<file path="config.mk">
export PLATFORM = sky130hd
export DESIGN_NAME = serial_detect
export DESIGN_NICKNAME = d
export VERILOG_FILES = /design/src/rtl/serial_detect.sv
export SDC_FILE = /design/constraint.sdc
export NUM_CORES = 1
export LEC_CHECK = 0
export ABC_AREA = 0
export ABC_CLOCK_PERIOD_IN_PS = 1150
export BUFFER_PORTS_ARGS = -buffer_cell sky130_fd_sc_hd__buf_2
export CAP_MARGIN = 20
export CORE_AREA = 2 2 39 41
export CTS_BUF_LIST = sky130_fd_sc_hd__clkbuf_8
export CTS_CLUSTER_DIAMETER = 60
export CTS_CLUSTER_SIZE = 30
export DETAILED_ROUTE_END_ITERATION = 10
export DIE_AREA = 0 0 41 43
export PLACE_DENSITY = 0.48
export SYNTH_ARGS = -nofsm -noshare
export SYNTH_HDL_FRONTEND = slang
export SYNTH_SLANG_ARGS = --single-unit
</file>
<file path="constraint.sdc">
create_clock -name clk -period 1.15 [get_ports clk]
set_input_delay 0.1725 -clock clk [delete_from_list [all_inputs] [get_ports clk]]
set_output_delay 0.1725 -clock clk [all_outputs]
set_load 0.01 [all_outputs]
</file>
<file path="src/rtl/serial_detect.sv">
// serial_detect: detects the bit pattern 101011 (oldest bit first) on a serial
// input, one bit per clock, including overlapping occurrences. Also keeps the
// last six sampled bits on outData for display/debug.
//
// Handshake: none. x is sampled on every rising edge of clk while rst is high;
// there is no valid/ready qualification and no back-pressure.
module serial_detect (
    input  logic       clk,
    input  logic       rst,
    input  logic       x,
    output logic       z,
    output logic [5:0] outData
);

    // Each state names the longest prefix of 101011 matched so far.
    typedef enum logic [2:0] {
        S0 = 3'd0,  // nothing matched
        S1 = 3'd1,  // "1"
        S2 = 3'd2,  // "10"
        S3 = 3'd3,  // "101"
        S4 = 3'd4,  // "1010"
        S5 = 3'd5,  // "10101"
        S6 = 3'd6   // "101011" -> match
    } state_t;

    // state_q is the FSM state register; checkers can bind to it by name.
    state_t     state_q, state_d;
    logic       z_q;
    logic [5:0] data_q, data_d;

    // Next-state decode; encoding 3'd7 is unused and falls back to S0.
    always_comb begin
        state_d = S0;
        unique case (state_q)
            S0:      state_d = x ? S1 : S0;
            S1:      state_d = x ? S1 : S2;
            S2:      state_d = x ? S3 : S0;
            S3:      state_d = x ? S1 : S4;
            S4:      state_d = x ? S5 : S0;
            S5:      state_d = x ? S6 : S4;
            S6:      state_d = x ? S1 : S2;
            default: state_d = S0;
        endcase
    end

    // Shift the newest bit into the history word at bit 0.
    always_comb begin
        data_d = {data_q[4:0], x};
    end

    // State, detection flag and history registers with synchronous active-low reset.
    always_ff @(posedge clk) begin
        if (!rst) begin
            state_q <= S0;
            z_q     <= 1'b0;
            data_q  <= 6'b000000;
        end else begin
            state_q <= state_d;
            z_q     <= (state_d == S6);
            data_q  <= data_d;
        end
    end

    assign z       = z_q;
    assign outData = data_q;

endmodule

</file>
==> results.sh, run 1 <==
export IMPL_drive_gt1_frac=0.341
export IMPL_maxUsedRoutingLayer="met4"
export IMPL_grt_use_total=0.0754
export IMPL_hold_depth=3
export IMPL_synth_flop_cell="dfxtp_1"
export IMPL_syn_cell_area_um2=314
export IMPL_combPwrFrac=0.033
export IMPL_io_pins=10
export IMPL_fp_coreArea_um2=1380
export IMPL_cts_root_buf="clkbuf_8"
export IMPL_r2r_cells=2
export IMPL_numPortBuffers=9
export IMPL_syn_to_final_growth_pct=38.2
export IMPL_die_area_um2=1760
export IMPL_nFillCells=159
export IMPL_synthArstFlopShare=0
export IMPL_dp_slack_ns=0.273
export IMPL_hold_viol=0
export IMPL_nets=45
export IMPL_netlist_cell_type_count=14
export IMPL_ctsHoldBuffers=0
export IMPL_layout_setup_ws_ns=0.268
export IMPL_power_total_uw=829
export IMPL_grt_overflow_total=0
export IMPL_ant_nets=0
export IMPL_drt_met1_wl_um=240
export IMPL_hp_class="in -> reg"
export IMPL_grt_pass1_vias=167
export IMPL_crit_path_start_kind="register"
export IMPL_drc=0
export IMPL_holdWs_ns=0.218
export IMPL_avgSynthCellArea_um2=11.2
export IMPL_globalplace_congestion=0.600
export IMPL_internal_power_uw=670
export IMPL_crit_type="reg -> reg"
export IMPL_synth_area_leaders="dfxtp_1 64%, and2_1 10%, and4bb_2 4.0%"
export IMPL_cts_tree="done"
export IMPL_cts_max_path_buffers=2
export IMPL_via_per_inst=4.09
export IMPL_numCtsBuffers=3
export IMPL_switchingPower_uw=159
export IMPL_post_cts_buffers=0
export IMPL_fin_crit_sh=0.767
export IMPL_synth_nets=31
export IMPL_p_sw_frac=0.191
export IMPL_grt_max_degree=10
export IMPL_min_period_ns=0.882
export IMPL_skew_ns=0.00184
export IMPL_antenna_found_initial=0
export IMPL_vias=233
export IMPL_syn_inst=28
export IMPL_n_antenna_cell=0
export IMPL_drtIter0Drc=4
export IMPL_clk_latency_ns=0.24
export IMPL_power_frac_clock=0.529
export IMPL_max_slew_margin=0.879
export IMPL_setup_viol=0
export IMPL_wl_met3_um=59
export IMPL_die_h_um=43
export IMPL_worstPathArrival_ns=1.01
export IMPL_ys_warn_count=0
export IMPL_seq_power_share=0.438
export IMPL_cp_end_kind="register"
export IMPL_outcome="completed"
export IMPL_power_density_nw_per_um2=1910
export IMPL_cts_htree_levels=1
export IMPL_clock_sinks=10
export IMPL_drv_slew=0
export IMPL_worst_pin_slew_ns=0.182
export IMPL_fmax_mhz=1130
export IMPL_post_drt_wl_per_cell_um=8.93
export IMPL_synthTopCellsByCount="10 x dfxtp_1, 5 x and2_1, 2 x nand2_1"
export IMPL_cp_required_ns=1.28
export IMPL_drtPass1Iterations=4
export IMPL_p_leak_uw=0.000199
export IMPL_crit_fanout=5
export IMPL_synth_most_common_cell="dfxtp_1"
export IMPL_tns_ns=0
export IMPL_yosys_area_top_type="dfxtp_1"
export IMPL_ctsResizeCount=0
export IMPL_drv_cap=0
export IMPL_totalWireLength_um=509
export IMPL_clkTransAtPathRegs_ns=0.05
export IMPL_initial_core_util=0.227
export IMPL_rsz0062_at_grt="no"
export IMPL_rows=14
export IMPL_die_w_um=41
export IMPL_peakVddDrop_v=0.000959
export IMPL_postLayoutCoreUtil=0.314
export IMPL_dr_wl_met2_um=199
export IMPL_synth_top_area_share=0.637
export IMPL_synth_edff_count=0
export IMPL_grt_pass1_wl_um=731
export IMPL_ys_seq_elements=10
export IMPL_yosysSeqAreaShare=0.637
routing by layer:
layer | vias to the layer above | GRT usage
met5 | - | 0
met1 | 100 | 0.0742
li1 | 121 | -
met3 | 2 | 0.0785
met4 | 0 | 0.100
met2 | 10 | 0.0688
metrics by stage:
step                std cells  cell area, µm²
floorplan                  28             314
global placement           53             379
detailed placement         53             379
CTS                        57             434
global route               57             434
finish                     57             434
cells in the final DEF (no fill, tap or decap):
master    count
clkbuf_8      4
dfxtp_1      10
inv_1         1
o21a_1        1
o21ai_0       1
nand4b_1      1
a21oi_1       1
nand2_1       2
and2_1        5
nor2_1        1
nand3b_1      1
nor3b_1       1
and4bb_2      1
buf_2         9
xnor2_1       1
nor3_1        1
logic make-up (layout without fill, tap and decap cells):
family,count (synthesis),in the layout,share of synthesized area
simple gates,13,13,0.267
flops,10,10,0.637
compound gates,3,3,0.0558
xor+xnor,1,1,0.0279
buf+inv,1,14,0.0119
path summary, 6_finish.rpt:
kind	start	end	slack, ns
hold / removal	x	outData[0]$_SDFF_PN0_	0.22
setup / recovery	state_q[2]$_SDFF_PN0_	state_q[2]$_SDFF_PN0_	0.27
hold reg to reg	outData[4]$_SDFF_PN0_	outData[5]$_SDFF_PN0_	0.45
setup reg to reg	state_q[2]$_SDFF_PN0_	state_q[2]$_SDFF_PN0_	0.27
final cells by class:
type | instances | area [µm²] | area share
Multi-Input combinational cell | 17 | 110 | 0.254
Timing Repair Buffer | 9 | 45.0 | 0.104
Tap cell | 16 | 20.0 | 0.0461
Sequential cell | 10 | 200 | 0.461
Clock buffer | 4 | 55.1 | 0.127
Inverter | 1 | 3.75 | 0.00865
sequential cells by signal, indices dropped and copies added (netlist names):
signal	count
z	1
outData	6
state_q	3
worst max-delay path, stage by stage, from the launching register on:
cell,delay (ns)
dfxtp_1,0.38
and4bb_2,0.24
o21a_1,0.16
power groups by stage:
| stage | clock [µW] | combinational (µW) | sequential [µW] |
|---|---|---|---|
| floorplan | 0 | 10.8 | 371 |
| global placement | 0 | 28.5 | 369 |
| detailed placement | 0 | 28.1 | 369 |
| CTS | 461 | 28.1 | 362 |
| global route | 472 | 31.6 | 363 |
| finish | 438 | 27.6 | 363 |
Note: power is estimated with default switching activity, not from simulation.
==> run 2: changes to the inputs <==
- ABC_CLOCK_PERIOD_IN_PS: 1150 -> 900
- clock period: 1.15 -> 0.9 ns (I/O delays scaled with it)
==> run 2 against run 1 <==
  * Critical path depth did not move
  * Combinational power grew 29%
  * Worst hold slack got worse by 0.033 ns
  * Utilization is 0.18 points higher
  * Critical path type unchanged
  * Largest power group unchanged
==> results.sh, run 2 (same netlist as run 1, synthesis figures left out) <==
export IMPL_p_sw_frac=0.184
export IMPL_nets=45
export IMPL_r2r_cells=2
export IMPL_die_w_um=41
export IMPL_gr_max_usage_layer="met1"
export IMPL_power_frac_clock=0.524
export IMPL_grt_pass1_wl_um=696
export IMPL_ant_nets=0
export IMPL_regArea_um2=203
export IMPL_fin_crit_sh=0.930
export IMPL_switchingPower_uw=193
export IMPL_drv_cap=0
export IMPL_crit_fanout=5
export IMPL_vias=229
export IMPL_outcome="completed"
export IMPL_postLayoutCellArea_um2=437
export IMPL_antenna_found_initial=0
export IMPL_drtIter0Drc=10
export IMPL_peakVddDrop_v=0.00126
export IMPL_seq_power_share=0.442
export IMPL_tns_ns=0
export IMPL_combPwrFrac=0.034
export IMPL_fmax_mhz=1200
export IMPL_grt_use_met2=0.0625
export IMPL_max_slew_margin=0.879
export IMPL_grt_max_degree=10
export IMPL_totalWireLength_um=503
export IMPL_layout_common_cells="9 x buf_2, 8 x dfxtp_1, 5 x and2_1"
export IMPL_io_pins=10
export IMPL_post_cts_buffers=0
export IMPL_grt_use_total=0.0653
export IMPL_cp_end_kind="register"
export IMPL_cts_root_buf="clkbuf_8"
export IMPL_drv_slew=0
export IMPL_via_per_inst=4.02
export IMPL_nFillCells=154
export IMPL_setup_viol=0
export IMPL_internal_power_uw=856
export IMPL_cts_max_path_buffers=2
export IMPL_initial_core_util=0.227
export IMPL_placed_cell_area_um2=379
export IMPL_rsz0062_at_grt="no"
export IMPL_fp_coreArea_um2=1380
export IMPL_die_area_um2=1760
export IMPL_globalplace_congestion=0.600
export IMPL_drtPass1Iterations=4
export IMPL_grt_overflow_total=0
export IMPL_r2r_end="state_q[2]$_SDFF_PN0_"
export IMPL_grt_met3_usage=0.0628
export IMPL_crit_path_start_kind="register"
export IMPL_die_h_um=43
export IMPL_post_drt_wl_per_cell_um=8.82
export IMPL_post_dp_hpwl_um=350
export IMPL_worstSetupStartpoint="state_q[2]$_SDFF_PN0_"
export IMPL_final_common_cell="buf_2"
export IMPL_n_antenna_cell=0
export IMPL_grt_pass1_vias=165
export IMPL_clk_latency_ns=0.23
export IMPL_min_period_ns=0.837
export IMPL_cts_htree_levels=1
export IMPL_clkTransAtPathRegs_ns=0.05
export IMPL_clock_sinks=10
export IMPL_holdWs_ns=0.186
export IMPL_crit_type="reg -> reg"
export IMPL_grt_use_met1=0.0774
export IMPL_drc=0
export IMPL_hold_viol=0
export IMPL_cts_tree="done"
export IMPL_r2r_start="state_q[2]$_SDFF_PN0_"
export IMPL_multi_input_area_um2=110
export IMPL_drive_gt1_frac=0.390
export IMPL_r2r_slack_ns=0.06
export IMPL_power_density_nw_per_um2=2400
export IMPL_hp_class="in -> reg"
export IMPL_skew_ns=0.000188
export IMPL_crit_end="state_q[2]$_SDFF_PN0_"
export IMPL_numPortBuffers=9
export IMPL_worst_pin_slew_ns=0.180
export IMPL_p_leak_uw=0.000199
export IMPL_largest_reg_flops=6
export IMPL_rows=14
export IMPL_power_total_uw=1050
export IMPL_worstPathArrival_ns=0.96
export IMPL_cp_required_ns=1.02
export IMPL_syn_to_final_growth_pct=39.0
export IMPL_numCtsBuffers=3
[run 2: cell counts in the layout (fill, tap and decap cells not counted)]
No cell type changed its count.
[run 2: critical path, stage by stage, from the launching register on]
cell,delay [ns]
dfxtp_2,0.35
and4bb_2,0.22
o21a_1,0.16
[run 2: layer usage]
metal	up-vias	routed length (µm)	share of wire
met5	-	0	0
met4	0	0	0
met3	0	47	0.093
met2	10	191	0.38
met1	100	263	0.52
li1	119	-	-
[run 2: what timing repair did]
action	in CTS	in global routing
resized for setup	0	2
endpoints found under the hold margin	0	0
endpoints found under the setup margin	0	1
hold buffers	0	0
[run 2: power groups by stage]
stage                     Sequential, µW  Combinational (µW)  Clock (µW)
after floorplan                      474                13.8           0
after global placement               472                36.4           0
after detailed placement             472                36.3           0
after CTS                            463                36.2         569
after global routing                 465                40.6         589
final                                464                35.6         550
[run 2: final cells by class]
cell class,count,share of cell area
inverter,1,0.00860
timing repair buffer,9,0.103
sequential,10,0.464
tap,16,0.0458
clock buffer,4,0.126
multi-input combinational,17,0.252
[run 2: per-stage QoR]
| stage | worst slack (ns) | std cells | util |
|---|---|---|---|
| 4_1_cts | 0.0162 | 57 | 0.314 |
| 3_3_place_gp | 0.0304 | 53 | 0.274 |
| 2_1_floorplan | 0.0519 | 28 | - |
| 3_5_place_dp | 0.0226 | 53 | 0.274 |
| 5_1_grt | 0.0247 | 57 | 0.316 |
| 6_report | 0.0632 | 57 | 0.316 |
[run 2: how the worst min path moves through the flow]
stage	from	to	slack, ns	cells after the start
floorplan	rst	state_q[2]$_SDFF_PN0_	0.25	1
global placement	x	outData[0]$_SDFF_PN0_	0.43	3
detailed placement	x	outData[0]$_SDFF_PN0_	0.43	3
CTS	x	outData[0]$_SDFF_PN0_	0.18	3
global route	rst	state_q[2]$_SDFF_PN0_	0.20	2
finish	x	outData[0]$_SDFF_PN0_	0.19	3
